### config.mk
export PLATFORM = sky130hd
export DESIGN_NAME = instr_fetch_flat
export DESIGN_NICKNAME = d
export VERILOG_FILES = /design/src/rtl/instr_fetch_if.sv /design/src/rtl/instr_fetch.sv /design/src/flat_wrapper.sv
export SDC_FILE = /design/constraint.sdc
export NUM_CORES = 1
export LEC_CHECK = 0
export CAP_MARGIN = 20
export CORE_MARGIN = 10
export CORE_UTILIZATION = 40
export CTS_BUF_LIST = sky130_fd_sc_hd__clkbuf_2
export DETAILED_ROUTE_END_ITERATION = 10
export PLACE_DENSITY = 0.65
export REMOVE_ABC_BUFFERS = 1
export SYNTH_ARGS = -nofsm -noshare
export SYNTH_HDL_FRONTEND = slang
export SYNTH_SLANG_ARGS = --single-unit
### constraint.sdc
create_clock -name clock -period 2.9 [get_ports clock]
set_input_delay 0.58 -clock clock [delete_from_list [all_inputs] [get_ports clock]]
set_output_delay 0.58 -clock clock [all_outputs]
set_load 0.005 [all_outputs]
### src/rtl/instr_fetch_if.sv
// instr_fetch_if: code-memory read port, decoder length lookup port,
// instruction bundle valid/ready port and fetch redirect, grouped for instr_fetch.
interface instr_fetch_if #(
   parameter int unsigned PC_W = 16
);
   // code memory read channel
   logic [PC_W-1:0] code_addr;
   logic            code_rd;
   logic [7:0]      code_data;
   logic            code_valid;
   // decoder length lookup
   logic [7:0]      dec_opcode;
   logic [1:0]      dec_length;
   // instruction bundle
   logic            ins_valid;
   logic            ins_ready;
   logic [7:0]      ins_opcode;
   logic [7:0]      ins_op1;
   logic [7:0]      ins_op2;
   logic [1:0]      ins_length;
   logic [PC_W-1:0] ins_pc;
   logic            ins_illegal;
   // fetch redirect
   logic            branch_en;
   logic [PC_W-1:0] branch_addr;

   modport master (
      output code_addr, code_rd,
      input  code_data, code_valid,
      output dec_opcode,
      input  dec_length,
      output ins_valid, ins_opcode, ins_op1, ins_op2, ins_length, ins_pc, ins_illegal,
      input  ins_ready,
      input  branch_en, branch_addr
   );

   modport slave (
      input  code_addr, code_rd,
      output code_data, code_valid,
      input  dec_opcode,
      output dec_length,
      input  ins_valid, ins_opcode, ins_op1, ins_op2, ins_length, ins_pc, ins_illegal,
      output ins_ready,
      output branch_en, branch_addr
   );
endinterface

### src/rtl/instr_fetch.sv
// instr_fetch: 8051 instruction fetch/assembly front end.
// Reads opcode and operand bytes from code memory one at a time starting at pc,
// asks the decoder for the instruction length, and presents a complete
// instruction bundle on a valid/ready port. branch_en redirects fetch at any time.
// Optional feature macro: IF_ILLEGAL_TRAP_EN (flag length-0 opcodes as illegal;
// when undefined they are fetched as 1-byte instructions and ins_illegal is 0).
module instr_fetch #(
   parameter int unsigned    PC_W     = 16,
   parameter logic [PC_W-1:0] RESET_PC = '0
) (
   input  logic          clock,
   input  logic          reset,
   instr_fetch_if.master bus
);

   typedef enum logic [2:0] {
      F_OP  = 3'd0,
      F_B1  = 3'd1,
      F_B2  = 3'd2,
      HOLD  = 3'd3,
      DRAIN = 3'd4
   } state_t;

   state_t          state;
   logic [PC_W-1:0] pc;
   logic [PC_W-1:0] code_addr_q;
   logic            code_rd_q;
   logic            ins_valid_q;
   logic [7:0]      opcode_q;
   logic [7:0]      op1_q;
   logic [7:0]      op2_q;
   logic [1:0]      length_q;
   logic [PC_W-1:0] ins_pc_q;
   logic [1:0]      len_eff;
   logic            opcode_hit;

`ifdef IF_ILLEGAL_TRAP_EN
   logic            illegal_q;
   logic            illegal_det;
`endif

   // opcode byte is on code_data right now (capture cycle of the opcode read)
   assign opcode_hit = (state == F_OP) && bus.code_valid;

   // decoder sees the live byte during the capture cycle, else the captured opcode
   assign bus.dec_opcode = opcode_hit ? bus.code_data : opcode_q;

   // length-0 opcodes occupy one byte in both builds
   always_comb begin
      len_eff = (bus.dec_length == 2'd0) ? 2'd1 : bus.dec_length;
`ifdef IF_ILLEGAL_TRAP_EN
      illegal_det = (bus.dec_length == 2'd0);
`endif
   end

   assign bus.code_addr  = code_addr_q;
   assign bus.code_rd    = code_rd_q;
   assign bus.ins_valid  = ins_valid_q;
   assign bus.ins_opcode = opcode_q;
   assign bus.ins_op1    = op1_q;
   assign bus.ins_op2    = op2_q;
   assign bus.ins_length = length_q;
   assign bus.ins_pc     = ins_pc_q;
`ifdef IF_ILLEGAL_TRAP_EN
   assign bus.ins_illegal = illegal_q;
`else
   assign bus.ins_illegal = 1'b0;
`endif

   // fetch sequencer: state, pc, memory request and bundle registers
   always_ff @(posedge clock or negedge reset) begin
      if (!reset) begin
         state       <= F_OP;
         pc          <= RESET_PC;
         code_addr_q <= RESET_PC;
         code_rd_q   <= 1'b0;
         ins_valid_q <= 1'b0;
         opcode_q    <= '0;
         op1_q       <= '0;
         op2_q       <= '0;
         length_q    <= '0;
         ins_pc_q    <= '0;
`ifdef IF_ILLEGAL_TRAP_EN
         illegal_q   <= 1'b0;
`endif
      end else if (bus.branch_en) begin
         pc          <= bus.branch_addr;
         ins_valid_q <= 1'b0;
         // A read still in flight must complete before a new address may be
         // issued; code_addr stays on the old address until the stale byte arrives.
         case (state)
            F_OP, F_B1, F_B2: begin
               if (bus.code_valid || !code_rd_q) begin
                  state       <= F_OP;
                  code_rd_q   <= 1'b1;
                  code_addr_q <= bus.branch_addr;
               end else begin
                  state       <= DRAIN;
               end
            end
            DRAIN: begin
               // stale byte arriving together with a second redirect ends the drain
               if (bus.code_valid) begin
                  state       <= F_OP;
                  code_rd_q   <= 1'b1;
                  code_addr_q <= bus.branch_addr;
               end
            end
            default: begin
               state       <= F_OP;
               code_rd_q   <= 1'b1;
               code_addr_q <= bus.branch_addr;
            end
         endcase
      end else begin
         case (state)
            F_OP: begin
               code_rd_q <= 1'b1;
               if (bus.code_valid) begin
                  opcode_q <= bus.code_data;
                  op1_q    <= '0;
                  op2_q    <= '0;
                  length_q <= len_eff;
                  ins_pc_q <= pc;
`ifdef IF_ILLEGAL_TRAP_EN
                  illegal_q <= illegal_det;
`endif
                  if (len_eff == 2'd1) begin
                     state       <= HOLD;
                     code_rd_q   <= 1'b0;
                     ins_valid_q <= 1'b1;
                  end else begin
                     state       <= F_B1;
                     code_addr_q <= pc + PC_W'(1);
                  end
               end
            end
            F_B1: begin
               if (bus.code_valid) begin
                  op1_q <= bus.code_data;
                  if (length_q == 2'd2) begin
                     state       <= HOLD;
                     code_rd_q   <= 1'b0;
                     ins_valid_q <= 1'b1;
                  end else begin
                     state       <= F_B2;
                     code_addr_q <= pc + PC_W'(2);
                  end
               end
            end
            F_B2: begin
               if (bus.code_valid) begin
                  op2_q       <= bus.code_data;
                  state       <= HOLD;
                  code_rd_q   <= 1'b0;
                  ins_valid_q <= 1'b1;
               end
            end
            HOLD: begin
               if (bus.ins_ready) begin
                  pc          <= pc + PC_W'(length_q);
                  code_addr_q <= pc + PC_W'(length_q);
                  code_rd_q   <= 1'b1;
                  ins_valid_q <= 1'b0;
                  state       <= F_OP;
               end
            end
            DRAIN: begin
               if (bus.code_valid) begin
                  state       <= F_OP;
                  code_rd_q   <= 1'b1;
                  code_addr_q <= pc;
               end
            end
            default: begin
               state     <= F_OP;
               code_rd_q <= 1'b0;
            end
         endcase
      end
   end

endmodule
### src/flat_wrapper.sv
// flat-port wrapper written by rule: the top's interface ports become plain ports
module instr_fetch_flat 
#(
   parameter int unsigned    PC_W     = 16,
   parameter logic [PC_W-1:0] RESET_PC = '0
)
  (clock, reset, bus_code_addr, bus_code_rd, bus_code_data, bus_code_valid, bus_dec_opcode, bus_dec_length, bus_ins_valid, bus_ins_opcode, bus_ins_op1, bus_ins_op2, bus_ins_length, bus_ins_pc, bus_ins_illegal, bus_ins_ready, bus_branch_en, bus_branch_addr);
  instr_fetch_if #(.PC_W(PC_W)) bus_i ();
  input  logic clock;
  input  logic reset;
  output wire logic [$bits(bus_i.code_addr)-1:0] bus_code_addr;
  output wire logic [$bits(bus_i.code_rd)-1:0] bus_code_rd;
  input wire logic [$bits(bus_i.code_data)-1:0] bus_code_data;
  input wire logic [$bits(bus_i.code_valid)-1:0] bus_code_valid;
  output wire logic [$bits(bus_i.dec_opcode)-1:0] bus_dec_opcode;
  input wire logic [$bits(bus_i.dec_length)-1:0] bus_dec_length;
  output wire logic [$bits(bus_i.ins_valid)-1:0] bus_ins_valid;
  output wire logic [$bits(bus_i.ins_opcode)-1:0] bus_ins_opcode;
  output wire logic [$bits(bus_i.ins_op1)-1:0] bus_ins_op1;
  output wire logic [$bits(bus_i.ins_op2)-1:0] bus_ins_op2;
  output wire logic [$bits(bus_i.ins_length)-1:0] bus_ins_length;
  output wire logic [$bits(bus_i.ins_pc)-1:0] bus_ins_pc;
  output wire logic [$bits(bus_i.ins_illegal)-1:0] bus_ins_illegal;
  input wire logic [$bits(bus_i.ins_ready)-1:0] bus_ins_ready;
  input wire logic [$bits(bus_i.branch_en)-1:0] bus_branch_en;
  input wire logic [$bits(bus_i.branch_addr)-1:0] bus_branch_addr;
  assign bus_code_addr = bus_i.code_addr;
  assign bus_code_rd = bus_i.code_rd;
  assign bus_i.code_data = bus_code_data;
  assign bus_i.code_valid = bus_code_valid;
  assign bus_dec_opcode = bus_i.dec_opcode;
  assign bus_i.dec_length = bus_dec_length;
  assign bus_ins_valid = bus_i.ins_valid;
  assign bus_ins_opcode = bus_i.ins_opcode;
  assign bus_ins_op1 = bus_i.ins_op1;
  assign bus_ins_op2 = bus_i.ins_op2;
  assign bus_ins_length = bus_i.ins_length;
  assign bus_ins_pc = bus_i.ins_pc;
  assign bus_ins_illegal = bus_i.ins_illegal;
  assign bus_i.ins_ready = bus_ins_ready;
  assign bus_i.branch_en = bus_branch_en;
  assign bus_i.branch_addr = bus_branch_addr;
  instr_fetch #(.PC_W(PC_W), .RESET_PC(RESET_PC)) u_core (.clock(clock), .reset(reset), .bus(bus_i));
endmodule
==> flow_summary_export.csv, run 1 <==
group,metric,value,unit
outcome,run_status,"complete, no violations",
route,drt_wl_total,14500,µm
cts,cts_buffers,9,
flow_run,maxCapViolCount,0,
sta,worst_hold_slack,0.102,ns
route,drc,0,
floorplan,ioPinCount,100,
cts,cts_max_level,3,
global_route,antenna_found_initial,0,
finish,area_growth_syn_to_layout,28.3,%
sta,clock.fmax,391,MHz
synth,syn_inst,513,
synth,synth_top_flop_cell,"dfrtp_1",
synth,avgSynthCellArea,9.20,µm²
worst_setup_path,crit_arrival,1.98,ns
cts,clk_pin_slew,0.22,ns
hold_path,hold_class,"in2async",
floorplan,rows,39,
worst_setup_path,crit_fanout,8,
route,drtAntennaViolNets,0,
floorplan,chipWidth,129,µm
synth,yosys_warnings,0,
placed_design,place_area,0.00592,mm²
synth,syn_area,0.00472,mm²
placed_design,dp_hpwl,10400,µm
cts,postCtsHoldBufs,0,
finish,diodes,0,
placed_design,placed_cells,738,
finish,layout-drive-gt1-share,0.151,
sta,timing.final.crit_share,0.881,
cts,clock_path_buffers,2,
route,vias_per_cell,5.78,
cts,tritoncts,"yes",
sta,maxSlewViolCount,0,
sta,relSlewSlack,0.347,
pwr,ir_worst_vdd,0.544,mV
global_route,grt_usage,0.172,
finish,mostFrequentLayoutCell,"clkdlybuf4s50_1",
floorplan,die_height,129,µm
sta,tightest_slew,0.980,ns
worst_setup_path,path_class,"reg2out",
pwr,power_density,795,mW/mm²
synth,synthArstFlopShare,1.00,
finish,final_cell_mix,"89 x clkdlybuf4s50_1, 79 x dfrtp_1, 55 x nand2_1",
finish,design_area,0.00606,mm²
route,vias,4377,
global_route,grt_pass1_vias,4350,
placed_design,place.gp.congestion,0.868,
worst_setup_path,worstSetupStartpointType,"flop",
worst_setup_path,end_kind,"output port",
sta,layout_min_cycle_time,2.56,ns
cts,ctsRootBufferMaster,"clkbuf_2",
sta,rsz0062_at_grt,"false",
finish,fin_nets,645,
cts,clock-sinks,79,
pwr,power.total,4810,µW
cts,worstSkewPairLatency,0.61,ns
floorplan,die_area,0.0166,mm²
floorplan,initial_utilization,0.412,
sta,hold_viol_final,0,
pwr,p_leak,0.00252,µW
synth,ys_seq_elements,79,
sta,skew,0.0295,ns
placed_design,io_buffers,98,
finish,fillers,1052,
global_route,grt_max_degree,80,
global_route,grt_pass1_wl,23100,µm
route,post_drt_wl_per_cell,19.2,µm
synth,synth_edf_count,0,
synth,ys_types,60,
synth,seq_area_frac_synth,0.419,
sta,tns,0,ns
sta,setup_viol,0,
route,dr.first_iter.drc_count,387,
worst_setup_path,worstPathRequired,2.32,ns
route,first_pass_iters,6,
floorplan,core-area,0.0115,mm²
finish,layout.cells.non_filler,757,
global_route,overflow,0,
-- state kept, by name, indices dropped and copies added, names as in the netlist --
signal and count:
u_core.bus.code_addr 16, u_core.bus.ins_pc 16, u_core.pc 16, u_core.bus.ins_op1 8
u_core.bus.ins_op2 8, u_core.bus.ins_opcode 8, u_core.state 3, u_core.bus.ins_length 2
u_core.bus.code_rd 1, u_core.bus.ins_valid 1
-- cell families (layout without fill, tap and decap cells) --
logic type                 count (synthesis)  in the layout  synth area share
and+or+nand+nor                          174            174             0.180
AOI/OAI and AO/OA                        128            128             0.183
DFF                                       79             79             0.419
buffers and inverters                     58            159            0.0564
muxes                                     42             42            0.0986
xor gates and xnor gates                  26             26            0.0482
adders and majority gates                  5              5            0.0148
other                                      1              1          0.000794
-- synthesized netlist by cell type (5+ instances only) --
cell type | number | area, µm²
dfrtp_1 | 79 | 1980
nand2_1 | 55 | 206
mux2_2 | 36 | 405
nor2_1 | 36 | 135
o21ai_0 | 32 | 160
a21oi_1 | 29 | 145
clkbuf_1 | 20 | 75.1
nor3_1 | 17 | 85.1
nand3_1 | 16 | 80.1
xnor2_1 | 16 | 140
buf_2 | 15 | 75.1
nand4_1 | 15 | 93.8
a22o_1 | 13 | 114
inv_1 | 13 | 48.8
xor2_1 | 10 | 87.6
o31ai_1 | 8 | 60.1
mux2i_1 | 6 | 60.1
o211ai_1 | 6 | 45.0
a211oi_1 | 5 | 37.5
a31oi_1 | 5 | 31.3
nand2b_1 | 5 | 31.3
o311ai_0 | 5 | 43.8
-- metal layers --
layer  track usage  routed length, µm
met1         0.215               6400
met2         0.282               6920
met3        0.0444                978
met4        0.0589                226
met5             0                  0
-- worst max-delay path, cell delays in order (launching register included) --
cell and delay, ns:
dfrtp_1 0.43, nor2_2 0.12, and3_4 0.21, buf_12 0.12, mux2_2 0.33, dlymetal6s2s_1 0.16
-- through the flow --
stage               utilization  setup slack, ns
CTS                       0.525           0.0111
finish                    0.528            0.345
floorplan                     -            0.375
global route              0.528            0.253
detailed placement        0.516            0.111
global placement          0.516            0.159
-- power breakdown --
group	internal [µW]	total [µW]	switching (µW)
clock	117	523	406
sequential	1500	1790	292
combinational	1430	2500	1070
-- timing repair --
| item | in CTS | in global routing |
|---|---|---|
| pin swaps | 1 | 0 |
| resized for setup | 3 | 8 |
| endpoints found under the setup margin | 8 | 8 |
| setup buffers | 1 | 2 |
-- worst paths after layout --
check / slack (ns) / depth (start not counted) / from / end
min: 0.10 / 1 / reset / u_core.bus.ins_pc[5]
max in group asynchronous: 2.16 / 1 / reset / u_core.bus.code_addr[0]
min reg2reg: 0.51 / 2 / u_core.bus.code_addr[0] / u_core.bus.code_addr[0]
max reg2reg: 0.47 / 8 / u_core.bus.ins_length[0] / u_core.bus.code_addr[8]
max: 0.34 / 5 / u_core.state[0] / bus_dec_opcode[6]
min in group clock: 0.50 / 3 / bus_branch_addr[11] / u_core.pc[11]
-- cell type report --
class,count,area [µm²],area share
Clock inverter,5,35.0,0.00578
Tap cell,143,179,0.0295
Multi-Input combinational cell,376,2490,0.410
Inverter,13,48.8,0.00806
Timing Repair Buffer,130,1280,0.211
Clock buffer,11,55.1,0.00909
Sequential cell,79,1980,0.326
Note: power is estimated with default switching activity, not from simulation.
==> inputs of run 2 (changes only) <==
--- a/config.mk
+++ b/config.mk
@@ -10,7 +10,7 @@
 export CORE_UTILIZATION = 40
 export CTS_BUF_LIST = sky130_fd_sc_hd__clkbuf_2
 export DETAILED_ROUTE_END_ITERATION = 10
-export PLACE_DENSITY = 0.65
+export PLACE_DENSITY = 0.72
 export REMOVE_ABC_BUFFERS = 1
 export SYNTH_ARGS = -nofsm -noshare
 export SYNTH_HDL_FRONTEND = slang
==> flow_summary_export.csv, run 2 (same netlist as run 1, synthesis figures left out) <==
group,metric,value,unit
placed_design,post-place-ws,0.0975,ns
global_route,grt_max_degree,80,
placed_design,placed_cells,736,
route,vias_per_cell,5.87,
sta,clock.fmax,370,MHz
route,first_pass_iters,7,
sta,tns,0,ns
finish,layout-drive-gt1-share,0.150,
floorplan,die_height,129,µm
worst_setup_path,path_delay_family,"flip-flops",
global_route,grt_usage,0.180,
placed_design,io_buffers,98,
sta,hold_viol_final,0,
floorplan,rows,39,
hold_path,hold_class,"in2async",
cts,tritoncts,"yes",
global_route,grt_pass1_wl,24100,µm
route,drtAntennaViolNets,0,
finish,final_util,0.532,
floorplan,initial_utilization,0.412,
cts,cts_buffers,9,
floorplan,die_area,0.0166,mm²
global_route,overflow,0,
route,post_drt_wl_per_cell,19.4,µm
sta,layout_min_cycle_time,2.70,ns
sta,timing.final.crit_share,0.932,
pwr,p_leak,0.00249,µW
worst_setup_path,critPathMaxStageDelay,0.44,ns
placed_design,dp_hpwl,10700,µm
flow_run,maxCapViolCount,0,
cts,worstSkewPairLatency,0.64,ns
finish,layout.cells.non_filler,756,
sta,maxSlewViolCount,0,
finish,fin_nets,643,
cts,clock-sinks,79,
worst_setup_path,worstPathRequired,2.32,ns
pwr,power_density,845,mW/mm²
worst_setup_path,path_class,"reg2out",
worst_setup_path,crit_fanout,8,
finish,fillers,1028,
worst_setup_path,cp_slowest_cell,"dfrtp_1",
sta,relSlewSlack,0.340,
sta,skew,0.0435,ns
sta,setup_ws,0.198,ns
worst_setup_path,timing.critical_path.cells,"nor2_2 -> and3_4 -> buf_12 -> mux2_2 -> dlygate4sd2_1",
cts,clock_path_buffers,2,
route,drt_wl_total,14700,µm
cts,ctsRootBufferMaster,"clkbuf_2",
global_route,antenna_found_initial,1,
global_route,grt_pass1_vias,4416,
placed_design,place.gp.congestion,0.910,
sta,rsz0062_at_grt,"false",
worst_setup_path,path_buf_inv,2,
floorplan,chipWidth,129,µm
route,vias,4435,
route,drc,0,
finish,area_growth_syn_to_layout,29.1,%
worst_setup_path,worstSetupStartpointType,"flop",
cts,cts_max_level,3,
cts,clk_pin_slew,0.27,ns
finish,final_cell_mix,"89 x clkdlybuf4s50_1, 79 x dfrtp_1, 55 x nand2_1",
floorplan,ioPinCount,100,
finish,mostFrequentLayoutCell,"clkdlybuf4s50_1",
sta,tightest_slew,0.990,ns
outcome,run_status,"complete, no violations",
route,dr.first_iter.drc_count,386,
worst_setup_path,crit_arrival,2.12,ns
worst_setup_path,end_kind,"output port",
sta,setup_viol,0,
floorplan,core-area,0.0115,mm²
pwr,ir_worst_vdd,0.433,mV
run 2: cell types whose count changed in the layout (fill, tap and decap cells not counted), sizes merged, moves of 2 or more:
| cell | previous run | this run |
|---|---|---|
| buf | 33 | 31 |
| bufinv | 0 | 3 |
| clkbuf | 11 | 9 |
| clkinvlp | 3 | 0 |
| dlygate4sd2 | 0 | 8 |
| dlymetal6s2s | 8 | 0 |
| inv | 13 | 15 |
run 2: through the flow:
| step | hold WS (ns) | total power [µW] | area [µm²] |
|---|---|---|---|
| floorplan | 0.284 | 2880 | 4500 |
| global placement | 0.462 | 4320 | 5900 |
| detailed placement | 0.470 | 4380 | 5900 |
| CTS | 0.0928 | 5200 | 6090 |
| global route | 0.113 | 5490 | 6100 |
| finish | 0.0693 | 5150 | 6100 |
run 2: final timing paths:
check / startpoint / to / slack [ns] / depth (start not counted)
setup / recovery: u_core.state[1] / bus_dec_opcode[1] / 0.20 / 5
max in group asynchronous: reset / u_core.pc[12] / 2.18 / 1
min in group clock: bus_dec_length[0] / u_core.bus.ins_length[0] / 0.50 / 3
hold / removal: reset / u_core.bus.ins_op1[4] / 0.07 / 1
setup reg to reg: u_core.state[1] / u_core.bus.code_addr[14] / 0.30 / 8
hold reg to reg: u_core.bus.ins_op2[4] / u_core.bus.ins_op2[4] / 0.52 / 2
run 2: final cells by class:
type                       instances  area [µm²]  area share
multi-input combinational        376        2490       0.408
sequential                        79        1980       0.324
timing repair buffer             128        1230       0.202
tap                              143         179      0.0293
clock inverter                     7         128      0.0209
inverter                          13        48.8     0.00800
clock buffer                       9        45.0     0.00739
antenna                            1        2.50    0.000410
run 2: where the power goes:
part           total (µW)  internal (µW)  leakage, µW  switching, µW
Clock                 824            383    0.0000986            440
Sequential           1800           1500     0.000962            299
Combinational        2530           1430      0.00143           1100
run 2: timing repair:
| item | CTS | global route |
|---|---|---|
| endpoints found under the setup margin | 8 | 0 |
| resized for setup | 11 | 0 |
| hold buffers | 0 | 0 |
| buffers inserted | 3 | 0 |
run 2: per-layer routing:
layer / global-route usage / share of wire / vias up
li1: - / - / 2060
met5: 0 / 0 / -
met1: 0.230 / 0.43 / 2164
met2: 0.281 / 0.48 / 181
met4: 0.0727 / 0.025 / 0
met3: 0.0493 / 0.070 / 30
